==> config.mk <==
export PLATFORM = sky130hd
export DESIGN_NAME = mult25_splitter
export DESIGN_NICKNAME = d
export VERILOG_FILES = /design/src/rtl/mult25_pkg.sv /design/src/rtl/mult25_quot_sel.sv /design/src/rtl/mult25_splitter.sv
export SDC_FILE = /design/constraint.sdc
export NUM_CORES = 1
export LEC_CHECK = 0
export BUFFER_PORTS_ARGS = -buffer_cell sky130_fd_sc_hd__buf_2
export CORE_MARGIN = 2
export CORE_UTILIZATION = 51
export DETAILED_ROUTE_END_ITERATION = 7
export MAX_ROUTING_LAYER = met4
export PLACE_DENSITY = 0.71
export RECOVER_POWER = 25
export SLEW_MARGIN = 5
export SYNTH_ARGS = -nofsm -noshare
export SYNTH_HDL_FRONTEND = slang
export SYNTH_SLANG_ARGS = --single-unit
==> constraint.sdc <==
create_clock -name clk -period 15.14 [get_ports clk]
set_input_delay 3.028 -clock clk [delete_from_list [all_inputs] [get_ports clk]]
set_output_delay 3.028 -clock clk [all_outputs]
set_load 0.02 [all_outputs]
==> src/rtl/mult25_pkg.sv <==
// -----------------------------------------------------------------------------
// mult25_pkg
// Shared constants, state type and the quotient helper for the multiples-of-25
// splitter. A 13-bit total is broken into 4-bit operands X so that
// sum(25*X) + remainder == total.
//
// Contents:
//   IN_W, X_W, X_MAX, MULT, REM_W, BEAT_W : datapath widths and constants
//   state_t                               : splitter FSM states {IDLE, EMIT}
//   max_mult_le(residual)                 : largest k <= X_MAX with MULT*k <= residual
// -----------------------------------------------------------------------------
package mult25_pkg;

    localparam int IN_W   = 13;
    localparam int X_W    = 4;
    localparam int X_MAX  = (1 << X_W) - 1;
    localparam int MULT   = 25;
    localparam int REM_W  = 5;
    // Worst case 8191 -> 22 beats, indices 0..21.
    localparam int BEAT_W = 5;

    typedef enum logic [0:0] {
        IDLE = 1'b0,
        EMIT = 1'b1
    } state_t;

    // Bank of constant comparators: each MULT*k is a compile-time constant, so
    // this unrolls into X_MAX parallel compares followed by a priority pick.
    // MULT*X_MAX = 375 fits comfortably in IN_W bits, so no product overflows.
    function automatic logic [X_W-1:0] max_mult_le(input logic [IN_W-1:0] residual);
        logic [X_W-1:0] x;
        x = '0;
        for (int k = 1; k <= X_MAX; k++) begin
            if (IN_W'(MULT * k) <= residual) begin
                x = X_W'(k);
            end
        end
        return x;
    endfunction

endpackage

==> src/rtl/mult25_quot_sel.sv <==
// -----------------------------------------------------------------------------
// mult25_quot_sel
// Combinational greedy selector: picks the largest operand x whose multiple of
// MULT still fits the residual, and returns what is left over after that beat.
//
// Ports:
//   residual : in  IN_W  amount still to be decomposed
//   x        : out X_W   operand for this beat (0..X_MAX)
//   nxt      : out IN_W  residual - MULT*x
// -----------------------------------------------------------------------------
module mult25_quot_sel
    import mult25_pkg::*;
(
    input  logic [IN_W-1:0] residual,
    output logic [X_W-1:0]  x,
    output logic [IN_W-1:0] nxt
);

    assign x   = max_mult_le(residual);
    // x was chosen so that MULT*x <= residual; the subtraction never wraps.
    assign nxt = residual - (IN_W'(MULT) * IN_W'(x));

endmodule

==> src/rtl/mult25_splitter.sv <==
// -----------------------------------------------------------------------------
// mult25_splitter
// Inverse of the multiples-of-25 accumulator. Accepts a 13-bit total over a
// valid/ready input and emits a stream of beats over a valid/ready output.
// Each beat carries the largest operand the remaining amount allows; the final
// beat is flagged with out_last and carries the sub-MULT remainder.
//
// Ports:
//   clk       : in   rising-edge clock
//   reset     : in   synchronous active-low reset
//   in_valid  : in   in_value is offered
//   in_ready  : out  block can accept a new total (only while idle)
//   in_value  : in   IN_W total to decompose
//   out_valid : out  a beat is presented
//   out_ready : in   downstream accepts the beat
//   out_x     : out  X_W operand for this beat
//   out_last  : out  final beat of the current total
//   out_rem   : out  REM_W remainder, non-zero only on the last beat
//   out_beat  : out  BEAT_W 0-based index of the current beat
// -----------------------------------------------------------------------------
module mult25_splitter
    import mult25_pkg::*;
(
    input  logic              clk,
    input  logic              reset,
    input  logic              in_valid,
    output logic              in_ready,
    input  logic [IN_W-1:0]   in_value,
    output logic              out_valid,
    input  logic              out_ready,
    output logic [X_W-1:0]    out_x,
    output logic              out_last,
    output logic [REM_W-1:0]  out_rem,
    output logic [BEAT_W-1:0] out_beat
);

    state_t            state;
    // Holds what remains AFTER the beat currently on the outputs, so the next
    // beat can be formed from it directly on the transfer edge (no bubble).
    logic [IN_W-1:0]   residual;

    logic [IN_W-1:0]   sel_in;
    logic [X_W-1:0]    sel_x;
    logic [IN_W-1:0]   sel_nxt;
    logic              sel_last;
    logic [REM_W-1:0]  sel_rem;

    // While idle the selector looks at the incoming total; while emitting it
    // looks ahead at the amount left after the presented beat.
    assign sel_in = (state == IDLE) ? in_value : residual;

    mult25_quot_sel u_quot_sel (
        .residual (sel_in),
        .x        (sel_x),
        .nxt      (sel_nxt)
    );

    // NOTE: every signal written in always_comb gets a default first so no
    // path through the block can leave it unassigned and infer a latch.
    always_comb begin
        sel_last = 1'b0;
        sel_rem  = '0;
        if (sel_nxt < IN_W'(MULT)) begin
            sel_last = 1'b1;
            // Below MULT the leftover fits REM_W bits, so the slice is lossless.
            sel_rem  = sel_nxt[REM_W-1:0];
        end
    end

    // Input side is open exactly when no total is in flight; this is what
    // prevents the last beat and a new acceptance sharing a cycle.
    assign in_ready = (state == IDLE);

    // NOTE: sequential state uses non-blocking assignments so every register
    // samples pre-edge values and simulation matches the synthesised flops.
    // NOTE: the reset is synchronous and only clears control and output
    // registers; there are no memories here that would need a reset sweep.
    always_ff @(posedge clk) begin
        if (!reset) begin
            state     <= IDLE;
            residual  <= '0;
            out_valid <= 1'b0;
            out_x     <= '0;
            out_last  <= 1'b0;
            out_rem   <= '0;
            out_beat  <= '0;
        end else begin
            case (state)
                IDLE: begin
                    if (in_valid) begin
                        // First beat registered on the acceptance edge.
                        state     <= EMIT;
                        residual  <= sel_nxt;
                        out_valid <= 1'b1;
                        out_x     <= sel_x;
                        out_last  <= sel_last;
                        out_rem   <= sel_rem;
                        out_beat  <= '0;
                    end
                end

                EMIT: begin
                    if (out_valid && out_ready) begin
                        if (out_last) begin
                            state     <= IDLE;
                            residual  <= '0;
                            out_valid <= 1'b0;
                            out_x     <= '0;
                            out_last  <= 1'b0;
                            out_rem   <= '0;
                            out_beat  <= '0;
                        end else begin
                            residual  <= sel_nxt;
                            out_x     <= sel_x;
                            out_last  <= sel_last;
                            out_rem   <= sel_rem;
                            out_beat  <= out_beat + BEAT_W'(1);
                        end
                    end
                    // Stalled: all outputs hold their registered values.
                end

                default: begin
                    state     <= IDLE;
                    out_valid <= 1'b0;
                end
            endcase
        end
    end

endmodule

# Yosys cells after proc, flatten, opt, wreduce, memory -nomap -nowiden
# Index checks and enable logic that the tools add are counted.
# classes
order_cmp,16
eq_ne,3
reduce_logical,3
multipliers,1
mux,46
shifts,0
bitwise_logic,1
n_addsub,2
div_mod_pow,0
# ops
operator,n
"8-bit by 13-bit <= comparator with 1-bit output, first input constant",5
"9-bit by 13-bit <= comparator with 1-bit output, first input constant",5
13-bit two-way mux,4
4-bit two-way mux,11
"7-bit by 13-bit <= comparator with 1-bit output, first input constant",3
5-bit two-way mux,7
13-bit case mux with 2 select lines,1
5-bit case mux with 2 select lines,2
"5-bit by 13-bit <= comparator with 1-bit output, first input constant",1
"6-bit by 13-bit <= comparator with 1-bit output, first input constant",1
"13-bit by 5-bit less-than comparator with 1-bit output, second input constant",1
13-bit by 9-bit subtractor with 13-bit output,1
3-bit two-way mux,4
1-bit two-way mux,11
"5-bit by 4-bit multiplier with 9-bit output, first input constant",1
4-bit case mux with 2 select lines,1
1-bit case mux with 2 select lines,3
"5-bit by 1-bit adder with 5-bit output, second input constant",1
2-bit two-way mux,2
"2-bit != test, second input constant",2
3-bit AND reduction,1
"2-bit by 1-bit != test with 1-bit output, second input constant",1
2-bit AND reduction,1
1-bit logical AND,1
1-bit NOT,1
# word_totals
latchBits,0
n_memories,0
mem_bits_rw,0
regBits,30
romBits,0
in_bits,17
word_cells,79

# Longest topological paths before layout
# logic_depth
word_depth,24
mapped_depth,23
mapped_depth_nobuf,19

# Modules after synthesis
# A second synthesis with hierarchy kept.
# hier_totals
cells_unflattened,362
hier_area_um2,2827.7
# by_module_without_submodules
module,area_each_um2,cells_each,n_inst
mult25_quot_sel,1440.1,200,1
mult25_splitter,1387.6,162,1

# Worst setup path after synthesis
# OpenSTA, ideal clock, no wires.
# synth_path
path_type,input to register
start,in in_value[7]
end,reg out_rem[2]
required_ns,15.055
t_arrival_ns,7.180
slack_ns,7.875
cell_stages,18
cell_sequence,or3b_1 > a211o_1 > or3_4 > a31oi_4 > o2111ai_1 > o21ai_2 > ha_1 > inv_1 > fa_1 > ha_1 > clkbuf_1 > nand3_1 > a21oi_1 > or2_2 > o211a_1 > a2111oi_2 > nand4_1 > o31ai_2
# synth_via
elab_chain_cells,24
word_cells_on_any_way,39
# synth_rtl
item,line_no,text
"start, declared",mult25_splitter.sv:28,"input logic [IN_W-1:0] in_value,"
13-bit two-way mux (*),mult25_splitter.sv:50,assign sel_in = (state == IDLE) ? in_value : residual;
5-bit by 13-bit <= comparator with 1-bit output,mult25_pkg.sv:34,if (IN_W'(MULT * k) <= residual) begin
1-bit two-way mux,mult25_pkg.sv:34,
2-bit two-way mux (2 in a row),mult25_pkg.sv:34,
3-bit two-way mux (4 in a row),mult25_pkg.sv:34,
4-bit two-way mux (8 in a row),mult25_pkg.sv:34,
5-bit by 4-bit multiplier with 9-bit output,mult25_quot_sel.sv:21,assign nxt = residual - (IN_W'(MULT) * IN_W'(x));
13-bit by 9-bit subtractor with 13-bit output (*),mult25_quot_sel.sv:21,
13-bit by 5-bit less-than comparator with 1-bit output,mult25_splitter.sv:63,if (sel_nxt < IN_W'(MULT)) begin
5-bit two-way mux (*),mult25_splitter.sv:63,
5-bit two-way mux,mult25_splitter.sv:104,if (out_last) begin
5-bit two-way mux,mult25_splitter.sv:103,if (out_valid && out_ready) begin
5-bit case mux with 2 select lines (*),mult25_splitter.sv:88,case (state)
"end signal, assigned",mult25_splitter.sv:97,out_rem <= sel_rem;
"end signal, assigned",mult25_splitter.sv:116,out_rem <= sel_rem;
"end, declared",mult25_splitter.sv:33,"output logic [REM_W-1:0] out_rem,"
# Mark *: on every way between the ends. The rest lies on a longest branch, timed or not. The select of a mux whose other input is x is not followed.
# A chain may end at the register's enable or synchronous reset.

# Worst setup path after layout
# layout_path
start,in in_value[5]
end,reg out_rem[2]
# The elaborated chain is that of the path after synthesis.

==> results.md <==
- Run status: finished clean
- Unrepaired setup endpoints after global routing: false
- Worst Clk Skew: around 0.0074 ns
- Fraction of layout cells with a size suffix above 1: between 10% and 20%
- Final core utilization: between 50 and 60%
- Total wire length after detailed routing: 8590 um
- Top cell type's share of synthesized area: ~20%
- Initial antenna violation count: 0
- Type of the worst min-delay path: reg -> reg
- Leakage power: 0.00130 uW
- Via density per instance: 6.47
- Hpwl dp: 6570 um
- Total negative slack: 0 ns
- H-tree lvl count: 2
- # diodes: 0
- Count of nets left with antenna violations after detail routing: 0
- Wire length of the first global-routing pass: 14,100 um
- Gpl congestion: 0.989
- Total clock sinks: 30
- Die height: 80.6 um
- Share of flip-flops with an asynchronous set or reset: 0%
- CTS tree: done
- Top delay family on crit path: compound AO/OA/AOI/OAI gates
- Element type at the critical path start: input pin
- Areal power density over the cells: 182 nW/um2
- Data arrival time at the worst-slack endpoint: 7.91 ns
- Setup Slack @ Placement: 7.23 ns
- Period utilisation layout: between 50% and 60%
- Clock-pin slew on the worst setup and hold paths: approximately 0.070 ns
- Final net count: 436
- Remaining global-route overflow: 0
- IR Drop Worst-Case VDD: 141 uV
- Instance area at placement: 3150 um2
- Power share of the sequential group: 19.2%
- Top post-synthesis cells by area: sky130_fd_sc_hd__dfxtp_1 20%, sky130_fd_sc_hd__ha_1 7.9%, sky130_fd_sc_hd__nand2_1 3.5%
- Area taken by flip-flops and latches: about 600 um2
- Total clock buffers created by CTS: 5
- Initial Util: a little over half
- Kind of end point of the critical path: flip-flop
- CP required: between 15 and 20 ns
- Via total after detailed routing: roughly 3,000
- Number of iterations in the first detailed-routing pass: 6
- Area inside the core boundary: about 5600 um2
- Deepest clock path buffer count: 2
- Worst-margin pin slew: 1.01 ns
- Synth-to-layout area growth: 8.56%
- Avg WL per Cell: roughly 18 um
- Mean Syn Cell Area: 7.99 um2
- Number of inserted filler cells in the final layout: 540
- DRC Markers: 0
- Die area: between 6000 and 7000 um2
- Vias in the first global route: between 2,000 and 3,000
- CTS Root Cell: sky130_fd_sc_hd__clkbuf_8
- Number of failing setup endpoints in the final timing report: 0
- I/O pin count: 34
- Number of DRC violations after detailed-routing iteration 0: 308
- Worst setup path category: in -> reg
- Cell Rows: 27
- Worst Path Max Fanout: 8
- Power share of the clock group: 13.8%
- Most frequent cell after synthesis: sky130_fd_sc_hd__dfxtp_1
- Number of endpoints with negative hold slack in the final report: 0
- Leading cell types by count after synthesis: 30 x sky130_fd_sc_hd__dfxtp_1, 28 x sky130_fd_sc_hd__nand2_1, 20 x sky130_fd_sc_hd__inv_1
- Post-route minimum period: 7.70 ns
- Share of synthesized area occupied by flip-flops and latches: 20.1%
- Combinational group share of total power: 67.0%
- CTS Hold Buffers Added: 0
- Cell with the largest stage delay on the worst path: sky130_fd_sc_hd__o41ai_1
- Slowest cell delay on critical path: between 0.5 and 0.6 ns
- Leading register cell type out of synthesis: sky130_fd_sc_hd__dfxtp_1
- Clock Latency Late Sink: 0.29 ns
- Multi-input combinational cell area: ~2200 um2
- Max_cap viols: 0
- NetSw: 294 uW
- Tot GR Track Use: 28.8%
- Post-synth top area cell: sky130_fd_sc_hd__dfxtp_1
- Die boundary width: roughly 81 um
- Fraction of power spent switching nets: 49.7%
- Remaining max-slew budget at the tightest pin: 32.2%
- Min setup slack post-route: 7.44 ns
- Worst-path cell chain: buf_2 -> mux2_2 -> clkinv_1 -> a211o_1 -> or3_4 -> a31oi_4 -> o2111ai_1 -> o21ai_2 -> ha_1 -> inv_1 -> fa_1 -> fa_1 -> nand2_1 -> nand2_1 -> o41ai_1 -> o211ai_1 -> a2111oi_2 -> nand4_1 -> o31ai_2
- Flops & latches, synth: 30
- Total standard cell area after synthesis: 3000 um2
- Post-CTS Resized: 0
- Crit path buffers/inverters: 3
- Number of nets produced by synthesis: 416
- YS warnings: 0
- Count of buffers added by post-CTS timing repair for setup: 0
- Post-synth EDFFs: 0
- Max-slew violation total from the final report: 0
- Maximum number of pins on one net before global-route repair: 66
- Gate count after technology mapping: 375
- Fmax: 130 MHz
- Cell internal pwr: 297 uW
- Cell area after layout: around 3300 um2
- Quantity of I/O buffers inserted on ports: 33
- Number of distinct library cells after synthesis: 74
power groups by stage:
| stage | clock network (uW) | registers (uW) | logic, uW |
|---|---|---|---|
| after floorplan | 0 | 105 | 303 |
| after global placement | 0 | 114 | 384 |
| after global routing | 85.8 | 114 | 443 |
| after CTS | 82.6 | 112 | 390 |
| after detailed placement | 0 | 114 | 387 |
| final | 81.7 | 113 | 396 |
final cells by class:
cell class,count,share of cell area (%)
well taps,72,2.77
clock buffers,5,2.12
flip-flops and latches,30,18.5
repair buffers,35,5.23
inverters,25,2.89
multi-input cells,298,67.3
clock inverters,3,1.23
metrics by stage:
step | hold WS (ns) | cells | power, uW
after global placement | 0.446 | 460 | 497
after global routing | 0.506 | 468 | 643
after floorplan | 0.441 | 375 | 408
final | 0.470 | 468 | 590
after CTS | 0.463 | 468 | 585
after detailed placement | 0.449 | 460 | 501
registers in the layout (all words and copies together), names as in the netlist:
register   flops
out_rem        5
residual      13
out_beat       5
state          1
out_valid      1
out_x          4
out_last       1
cell families after synthesis:
kind of cell,after synthesis,share of synthesized area [%]
AND/OR/NAND/NOR,139,26.0
AO/OA/AOI/OAI,107,26.5
buffers and inverters,47,6.93
flip-flops,30,20.1
adder cells (fa/ha/maj),24,11.3
XOR/XNOR,14,4.09
multiplexers,14,5.14
layout by cell type, fill, tap and decap left out, types with 5 or more instances in the layout:
cell type / n
sky130_fd_sc_hd__a21o_1: 5
sky130_fd_sc_hd__a21oi_1: 16
sky130_fd_sc_hd__a22oi_1: 12
sky130_fd_sc_hd__buf_2: 25
sky130_fd_sc_hd__clkbuf_1: 8
sky130_fd_sc_hd__clkbuf_8: 5
sky130_fd_sc_hd__dfxtp_1: 29
sky130_fd_sc_hd__fa_1: 5
sky130_fd_sc_hd__ha_1: 19
sky130_fd_sc_hd__inv_1: 20
sky130_fd_sc_hd__mux2_2: 8
sky130_fd_sc_hd__mux2i_1: 5
sky130_fd_sc_hd__nand2_1: 28
sky130_fd_sc_hd__nand2b_1: 7
sky130_fd_sc_hd__nand3_1: 14
sky130_fd_sc_hd__nand4_1: 7
sky130_fd_sc_hd__nor2_1: 16
sky130_fd_sc_hd__nor2b_1: 15
sky130_fd_sc_hd__nor3_1: 11
sky130_fd_sc_hd__nor4_1: 7
sky130_fd_sc_hd__o21ai_0: 19
sky130_fd_sc_hd__or3_1: 6
sky130_fd_sc_hd__xnor2_1: 7
sky130_fd_sc_hd__xor2_1: 7
layer usage:
| layer | track usage [%] | vias up | part of all wire, % |
|---|---|---|---|
| met2 | 43.4 | 136 | 45 |
| met3 | 6.63 | 22 | 7.4 |
| met1 | 38.6 | 1424 | 45 |
| met5 | - | - | 0 |
| met4 | 8.47 | 0 | 2.5 |
| li1 | - | 1444 | - |
worst min-delay path, cell delays in order (launching register included):
cell and delay, ns:
sky130_fd_sc_hd__dfxtp_1 0.33, sky130_fd_sc_hd__nand2_1 0.05, sky130_fd_sc_hd__o21ai_0 0.06
final timing paths:
kind | start | to | slack [ns] | depth (start not counted)
worst max-delay path | in_value[5] | out_rem[2] | 7.44 | 19
worst min-delay path | out_rem[4] | out_rem[4] | 0.47 | 2
worst max register to register | state | out_rem[2] | 9.36 | 19
worst min register to register | out_rem[4] | out_rem[4] | 0.47 | 2
Note: power is estimated with default switching activity, not from simulation.
